[config.mk]
export PLATFORM = sky130hd
export DESIGN_NAME = dcache_data_write_unit
export DESIGN_NICKNAME = d
export VERILOG_FILES = /design/src/rtl/dcache_data_write_unit.sv
export SDC_FILE = /design/constraint.sdc
export NUM_CORES = 1
export LEC_CHECK = 0
export CAP_MARGIN = 20
export CORE_MARGIN = 1
export CORE_UTILIZATION = 59
export CTS_CLUSTER_SIZE = 16
export DETAILED_ROUTE_END_ITERATION = 6
export HOLD_SLACK_MARGIN = 0.05
export PLACE_DENSITY = 0.87
export SETUP_SLACK_MARGIN = 0.2
export SLEW_MARGIN = 10
export SYNTH_ARGS = -nofsm -noshare
export SYNTH_HDL_FRONTEND = slang
export SYNTH_SLANG_ARGS = --single-unit
[constraint.sdc]
create_clock -name clock -period 4.5 [get_ports clock]
set_input_delay 0.9 -clock clock [delete_from_list [all_inputs] [get_ports clock]]
set_output_delay 0.9 -clock clock [all_outputs]
set_load 0.01 [all_outputs]
[src/rtl/dcache_data_write_unit.sv]
// Data-array write sink: buffers merged write requests in a small FIFO and drains them
// into the shared single-port SRAM, yielding to reads with a bounded starvation window.
module dcache_data_write_unit #(
    parameter int DEPTH     = 4,
    parameter int MAX_STALL = 8
) (
    input  logic        clock,
    input  logic        reset,
    output logic        io_in_ready,
    input  logic        io_in_valid,
    input  logic [31:0] io_in_bits_data,
    input  logic [5:0]  io_in_bits_set,
    input  logic [1:0]  io_in_bits_blockSelOH,
    input  logic [3:0]  io_in_bits_way,
    input  logic [3:0]  io_in_bits_mask,
    input  logic        io_rd_valid,
    input  logic [5:0]  io_rd_set,
    input  logic [1:0]  io_rd_blockSelOH,
    output logic        io_rd_ready,
    output logic        io_rd_conflict,
    output logic        io_sram_wen,
    output logic [6:0]  io_sram_addr,
    output logic [3:0]  io_sram_way,
    output logic [31:0] io_sram_wdata,
    output logic [3:0]  io_sram_wmask,
    output logic        io_empty,
    output logic        io_err
);
    localparam int PW = (DEPTH > 1) ? $clog2(DEPTH) : 1;
    localparam int CW = PW + 1;
    localparam int SW = $clog2(MAX_STALL + 1);

    logic [31:0] data_mem [DEPTH];
    logic [5:0]  set_mem  [DEPTH];
    logic [1:0]  blk_mem  [DEPTH];
    logic [3:0]  way_mem  [DEPTH];
    logic [3:0]  mask_mem [DEPTH];

    logic [DEPTH-1:0] vld_q, vld_d;
    logic [PW-1:0]    rd_ptr_q, rd_ptr_d, wr_ptr_q, wr_ptr_d;
    logic [CW-1:0]    count_q, count_d;
    logic [SW-1:0]    stall_q, stall_d;
    logic             err_q, err_d;

    logic        head_valid, force_wr, enq, write_fire;
    logic        head_oh, head_way_ok, head_mask_ok;
    logic [31:0] head_data;
    logic [5:0]  head_set;
    logic [1:0]  head_blk;
    logic [3:0]  head_way, head_mask;
    logic [DEPTH-1:0] hit;

    assign head_data = data_mem[rd_ptr_q];
    assign head_set  = set_mem[rd_ptr_q];
    assign head_blk  = blk_mem[rd_ptr_q];
    assign head_way  = way_mem[rd_ptr_q];
    assign head_mask = mask_mem[rd_ptr_q];

    assign head_valid   = (count_q != '0);
    assign force_wr     = (stall_q == SW'(MAX_STALL));
    assign io_in_ready  = (count_q != CW'(DEPTH));
    assign enq          = io_in_valid & io_in_ready;
    assign write_fire   = head_valid & (~io_rd_valid | force_wr);
    assign head_oh      = (head_blk == 2'b01) | (head_blk == 2'b10);
    assign head_way_ok  = |head_way;
    assign head_mask_ok = |head_mask;

    // Write strobe is suppressed in the reset cycle so discarded entries never reach the array.
    assign io_sram_wen   = reset & write_fire & head_oh & head_way_ok & head_mask_ok;
    assign io_sram_addr  = head_valid ? {head_set, head_blk[1]} : '0;
    assign io_sram_way   = head_valid ? head_way  : '0;
    assign io_sram_wdata = head_valid ? head_data : '0;
    assign io_sram_wmask = head_valid ? head_mask : '0;
    assign io_empty      = ~head_valid;
    assign io_err        = err_q;
    assign io_rd_ready   = ~force_wr;

    // The head still counts as a conflict even while it is being written this cycle.
    for (genvar gi = 0; gi < DEPTH; gi++) begin : g_hit
        assign hit[gi] = vld_q[gi] & (set_mem[gi] == io_rd_set)
                       & (|(blk_mem[gi] & io_rd_blockSelOH));
    end
    assign io_rd_conflict = io_rd_valid & (|hit);

    always_comb begin
        vld_d    = vld_q;
        rd_ptr_d = rd_ptr_q;
        wr_ptr_d = wr_ptr_q;
        count_d  = count_q;
        stall_d  = stall_q;
        err_d    = write_fire & (~head_oh | ~head_way_ok);
        if (write_fire) begin
            vld_d[rd_ptr_q] = 1'b0;
            rd_ptr_d        = rd_ptr_q + PW'(1);
        end
        if (enq) begin
            vld_d[wr_ptr_q] = 1'b1;
            wr_ptr_d        = wr_ptr_q + PW'(1);
        end
        case ({enq, write_fire})
            2'b10:   count_d = count_q + CW'(1);
            2'b01:   count_d = count_q - CW'(1);
            default: count_d = count_q;
        endcase
        if (write_fire | ~head_valid) begin
            stall_d = '0;
        end else if (io_rd_valid & ~force_wr) begin
            stall_d = stall_q + SW'(1);
        end
    end

    always_ff @(posedge clock) begin
        if (!reset) begin
            vld_q    <= '0;
            rd_ptr_q <= '0;
            wr_ptr_q <= '0;
            count_q  <= '0;
            stall_q  <= '0;
            err_q    <= 1'b0;
        end else begin
            vld_q    <= vld_d;
            rd_ptr_q <= rd_ptr_d;
            wr_ptr_q <= wr_ptr_d;
            count_q  <= count_d;
            stall_q  <= stall_d;
            err_q    <= err_d;
        end
    end

    // Payload storage carries no reset; entry validity lives in vld_q.
    always_ff @(posedge clock) begin
        if (enq) begin
            data_mem[wr_ptr_q] <= io_in_bits_data;
            set_mem[wr_ptr_q]  <= io_in_bits_set;
            blk_mem[wr_ptr_q]  <= io_in_bits_blockSelOH;
            way_mem[wr_ptr_q]  <= io_in_bits_way;
            mask_mem[wr_ptr_q] <= io_in_bits_mask;
        end
    end
endmodule

==> out/qor.yml, run 1 <==
status:
  outcome: "completed"
floorplanning:
  core_sq_um: 13900
  initial_core_util_pct: 60.7
  die_h_um: 122
  die_w_um: 122
  pin_count: 113
  dieArea_sq_um: 14800
  rows: 43
setup_path:
  slowest_delay_ns: 0.79
  cp_max_fo: 32
  worstPathArrival_ns: 3.01
  crit_required_ns: 3.60
  cpLargestDelayFamily: "flip-flops"
  critPathBufInv: 1
  critPathLaunchType: "flip-flop"
  slowest_stage: "dfxtp_4"
  timing.critical_path.cells: "mux4_2 -> nor4_2 -> nor4_1 -> clkdlybuf4s50_1"
  worstSetupPathType: "flip-flop to output pin"
  end_kind: "output pin"
run:
  cap_violations: 0
logic_synthesis:
  syn-num-nets: 516
  ys_seq_elements: 210
  yosysSeqAreaShare_pct: 72.4
  synthDistinctLibCells: 34
  synth_warnings: 0
  syn_area_per_cell_sq_um: 19.0
  synth_area_sq_um: 8460
  netlist_instances: 444
grt:
  overflow: 0
  top_usage_layer: "met2"
  met2_usage_pct: 39.6
  grtUsageTotal_pct: 23.4
  grt_pass1_vias: 4835
  met1_usage_pct: 30.6
  grt_max_degree: 51
  grtUsageMet3_pct: 4.92
  antenna_found_initial: 1
  grt_pass1_wl_um: 25600
clocking:
  insertion_delay_ns: 0.49
  cts_resized: 0
  numCtsBuffers: 22
  h-tree-depth: 1
  cts_hold_buf: 0
  clk_path_buf_depth: 3
  cts_tree: "done"
  path_clk_slew_ns: 0.06
  numClockSinks: 210
  root_buffer: "clkbuf_16"
  cts_setup_buffers: 0
power_and_ir_drop:
  power_switching_w: 0.00171
  powerDensity_nw_per_um2: 600
  ir_worst_vdd_v: 0.000408
  internal-power_w: 0.00462
  power_leakage_nw: 3.43
  comb_power_share_pct: 30.5
  seqPwrFrac_pct: 40.1
  switching_share_pct: 27.0
  clockPowerShare_pct: 29.4
route:
  drc: 0
  wirelength_um: 16400
  vias: 4455
  first_pass_iters: 4
  viasPerCell: 5.84
  drtAntennaViolNets: 0
  drt-initial-drc-count: 363
  wl_per_cell_um: 21.5
timing:
  setup-tns-final_ns: 0
  max_slew_margin_pct: 41.5
  finalCritPeriodShare_pct: 86.8
  rsz0062_at_grt: "false"
  max_freq_mhz: 256
  hold_viol: 0
  fin_crit_ns: 3.91
  tightest_slew_ns: 0.878
  drv_slew: 0
  skew_ns: 0.00886
  finalSetupViolCount: 0
layout:
  diodes: 0
  area_delta_synth_final_pct: 24.7
  layout_commonest_cell: "edfxtp_1"
  final_cell_mix: "edfxtp_1, clkdlybuf4s50_1, and2_1"
  postLayoutCellArea_sq_um: 10500
  drive_above_1_share_pct: 16.6
  nNetsFinal: 639
hold_path:
  hold_path_class: "flip-flop to flip-flop"
place:
  hpwl_um: 10400
  place_area_sq_um: 9780
  portBuffers: 112
  gp_congestion: 0.964
==> power by group through the flow <==
stage          clock, W  sequential, W  combinational [W]
2_1_floorplan         0        0.00246            0.00114
3_3_place_gp          0        0.00256            0.00191
3_5_place_dp          0        0.00258            0.00193
4_1_cts         0.00189        0.00254            0.00196
5_1_grt         0.00195        0.00257            0.00209
6_report        0.00186        0.00254            0.00193
==> Yosys cell counts, drive strengths merged <==
| master | n | share of area, % |
|---|---|---|
| o21a | 4 | 0.36 |
| nor4 | 3 | 0.30 |
| inv | 12 | 0.53 |
| mux4 | 48 | 13 |
| and2 | 53 | 3.9 |
| mux2i | 1 | 0.12 |
| or3 | 2 | 0.15 |
| nor3 | 2 | 0.12 |
| nor2 | 9 | 0.40 |
| nand2 | 2 | 0.089 |
| dfxtp | 18 | 4.3 |
| a22o | 2 | 0.21 |
| xnor2 | 27 | 2.8 |
| nand3b | 1 | 0.089 |
| a21oi | 2 | 0.16 |
| nand3 | 3 | 0.18 |
| nor2b | 2 | 0.15 |
| edfxtp | 192 | 68 |
| ha | 11 | 1.6 |
| a21boi | 6 | 0.53 |
| nand4 | 7 | 0.52 |
| a22oi | 2 | 0.18 |
| buf | 11 | 0.65 |
| o21ai | 2 | 0.12 |
| xor2 | 4 | 0.41 |
| a31oi | 2 | 0.15 |
| fa | 1 | 0.24 |
| and3 | 4 | 0.30 |
| clkbuf | 11 | 0.49 |
==> cells by family (layout without fill, tap and decap cells) <==
kind of cell | count (synthesis) | in the layout | synth area share (%)
flops | 210 | 210 | 72.4
simple gates | 88 | 88 | 6.20
fa+ha+maj | 12 | 12 | 1.86
compound gates | 20 | 20 | 1.70
mux | 49 | 49 | 12.9
buf+inv | 34 | 173 | 1.67
xor+xnor | 31 | 31 | 3.21
==> through the flow <==
stage | worst slack [ns] | hold slack [ns] | util, % | std cells | total power (W)
6_report | 0.594 | 0.498 | 75.7 | 763 | 0.00633
5_1_grt | 0.436 | 0.535 | 75.7 | 763 | 0.00661
4_1_cts | 0.557 | 0.517 | 75.7 | 763 | 0.00640
3_5_place_dp | 0.858 | 0.466 | 70.2 | 723 | 0.00451
3_3_place_gp | 0.885 | 0.441 | 70.2 | 723 | 0.00447
2_1_floorplan | 1.81 | 0.430 | - | 444 | 0.00360
==> path summary, 6_finish.rpt <==
kind	from	cells after the start	slack [ns]	to
worst max-delay path	flip-flop	4	0.59	io_sram_wen
worst min-delay path	stall_q[0]	1	0.50	stall_q[0]
worst max register to register	count_q[2]	9	1.43	count_q[2]
worst min register to register	stall_q[0]	1	0.50	stall_q[0]
==> layout make-up <==
| class | instances | area [sq um] |
|---|---|---|
| clock buffer | 30 | 612 |
| clock inverter | 10 | 149 |
| fill | 786 | 3390 |
| inverter | 12 | 45.0 |
| multi-input combinational | 200 | 2190 |
| sequential | 210 | 6130 |
| tap | 180 | 225 |
| timing repair buffer | 121 | 1190 |
==> routing by layer <==
layer	wire, um	share of wire, %
met1	6560	40
met2	8410	51
met3	1140	7.0
met4	270	1.6
met5	0	0
==> state kept, by name, summed over array words and instances (netlist names), named ones only <==
register,cells
blk_mem,8
count_q,3
data_mem,128
io_err,1
mask_mem,16
rd_ptr_q,2
set_mem,24
stall_q,4
vld_q,4
way_mem,16
wr_ptr_q,2
(Power assumes the default switching activity.)
==> run 2: changes to the inputs <==
Settings changed: CAP_MARGIN 20 to 40.
==> run 2 against run 1 <==
- first-iteration DRC count down 16%
- combinational power grew 3%
- utilization decreased by 0.13 points
- largest power group unchanged
- highest routed layer unchanged
==> out/qor.yml, run 2 (synthesis gave the netlist of run 1 again) <==
timing:
  skew_ns: 0.00777
  drv_slew: 0
  max_slew_margin_pct: 47.8
  worst_slack_ns: 0.629
  setup-tns-final_ns: 0
  rsz0062_at_grt: "false"
  finalSetupViolCount: 0
  fin_crit_ns: 3.87
  tightest_slew_ns: 0.782
  timing.hold.ws_ns: 0.473
  finalCritPeriodShare_pct: 86.0
  max_freq_mhz: 258
  hold_viol: 0
setup_path:
  worstSetupPathType: "flip-flop to output pin"
  end_kind: "output pin"
  critPathBufInv: 1
  cpLargestDelayFamily: "flip-flops"
  slowest_stage: "dfxtp_4"
  worstPathArrival_ns: 2.97
  crit_required_ns: 3.60
  rr_worst_depth: 9
  slowest_delay_ns: 0.78
  critPathLaunchType: "flip-flop"
  cp_num_cells: 4
  cp_max_fo: 32
  timing.critical_path.cells: "mux4_2 -> nor4_2 -> nor4_1 -> clkdlybuf4s50_1"
grt:
  grt_pass1_vias: 4859
  grtUsageTotal_pct: 23.8
  antenna_found_initial: 0
  overflow: 0
  grt_max_degree: 33
  grt_pass1_wl_um: 26000
layout:
  area_delta_synth_final_pct: 24.5
  fill_cells: 774
  diodes: 0
  nNetsFinal: 640
  postLayoutCellArea_sq_um: 10500
  multiInputGateArea_sq_um: 2190
  layout_commonest_cell: "edfxtp_1"
  drive_above_1_share_pct: 16.3
  top_regs: "data_mem x128, set_mem x24"
  regArea_sq_um: 6130
  largest_reg_flops: 128
  top_register: "data_mem"
  final_cell_mix: "edfxtp_1, clkdlybuf4s50_1, and2_1"
  finalNonFillerCells: 762
route:
  drtAntennaViolNets: 0
  vias: 4459
  first_pass_iters: 5
  drc: 0
  wirelength_um: 16700
  viasPerCell: 5.85
  wl_per_cell_um: 21.9
  drt-initial-drc-count: 306
clocking:
  clk_path_buf_depth: 3
  insertion_delay_ns: 0.49
  cts_resized: 0
  root_buffer: "clkbuf_16"
  cts_tree: "done"
  h-tree-depth: 1
  numClockSinks: 210
  cts_hold_buf: 0
  cts_setup_buffers: 0
  numCtsBuffers: 22
  path_clk_slew_ns: 0.06
power_and_ir_drop:
  internal-power_w: 0.00459
  powerDensity_nw_per_um2: 599
  power_switching_w: 0.00172
  switching_share_pct: 27.2
  power_leakage_nw: 3.42
  comb_power_share_pct: 31.4
  clockPowerShare_pct: 28.4
  ir_worst_vdd_v: 0.000381
  seqPwrFrac_pct: 40.2
place:
  gp_congestion: 0.964
  hpwl_um: 10500
  portBuffers: 112
  dp.cells: 724
  pre_cts_slack_ns: 0.813
  place_area_sq_um: 9800
run:
  cap_violations: 0
floorplanning:
  dieArea_sq_um: 14800
  rows: 43
  pin_count: 113
  die_w_um: 122
  die_h_um: 122
  core_sq_um: 13900
  initial_core_util_pct: 60.7
hold_path:
  hold_path_class: "flip-flop to flip-flop"
  min_delay_path_depth: 1
status:
  outcome: "completed"
## run 2: changes by cell type in the layout (fill, tap and decap cells not counted)
cell        delta
clkbuf_1       +1
clkinv_2       -1
clkinvlp_4     -1
buf_12         +1
bufinv_16      -1
## run 2: per-layer routing
| metal | track usage [%] | share of wire, % | vias up |
|---|---|---|---|
| met2 | 40.5 | 51 | 167 |
| met1 | 30.7 | 40 | 2279 |
| met3 | 5.99 | 7.2 | 34 |
| met5 | 0 | 0 | - |
| met4 | 6.33 | 1.6 | 0 |
| li1 | - | - | 1979 |
## run 2: power groups by stage
stage / sequential [W] / clock [W] / combinational (W)
2_1_floorplan: 0.00246 / 0 / 0.00114
3_3_place_gp: 0.00256 / 0 / 0.00191
3_5_place_dp: 0.00258 / 0 / 0.00197
4_1_cts: 0.00254 / 0.00182 / 0.00200
5_1_grt: 0.00257 / 0.00189 / 0.00213
6_report: 0.00253 / 0.00179 / 0.00198
## run 2: path summary, 6_finish.rpt
check | start | to | slack (ns)
min reg2reg | stall_q[0] | stall_q[0] | 0.47
max reg2reg | count_q[2] | count_q[2] | 1.80
min | stall_q[0] | stall_q[0] | 0.47
max | flip-flop | io_sram_wen | 0.63
## run 2: cell type report
| type | count | area share, % |
|---|---|---|
| clock buffer | 31 | 5.85 |
| clock inverter | 7 | 1.01 |
| inverter | 12 | 0.428 |
| multi-input combinational | 200 | 20.8 |
| sequential | 210 | 58.2 |
| tap | 180 | 2.14 |
| timing repair buffer | 122 | 11.5 |
## run 2: metrics by stage
stage,util (%),power [W]
after floorplan,-,0.00360
after global placement,70.2,0.00447
after detailed placement,70.4,0.00455
after CTS,75.5,0.00637
after global routing,75.5,0.00659
final,75.5,0.00631
## run 2: worst register-to-register path: cells and delay by family, from the launching register on
family / cells / cell delay (ns)
and+or+nand+nor: 2 / 0.70
AOI/OAI and AO/OA: 2 / 0.54
adders and majority gates: 2 / 0.64
DFF: 1 / 0.37
xor gates and xnor gates: 1 / 0.17
buffers and inverters: 2 / 0.19
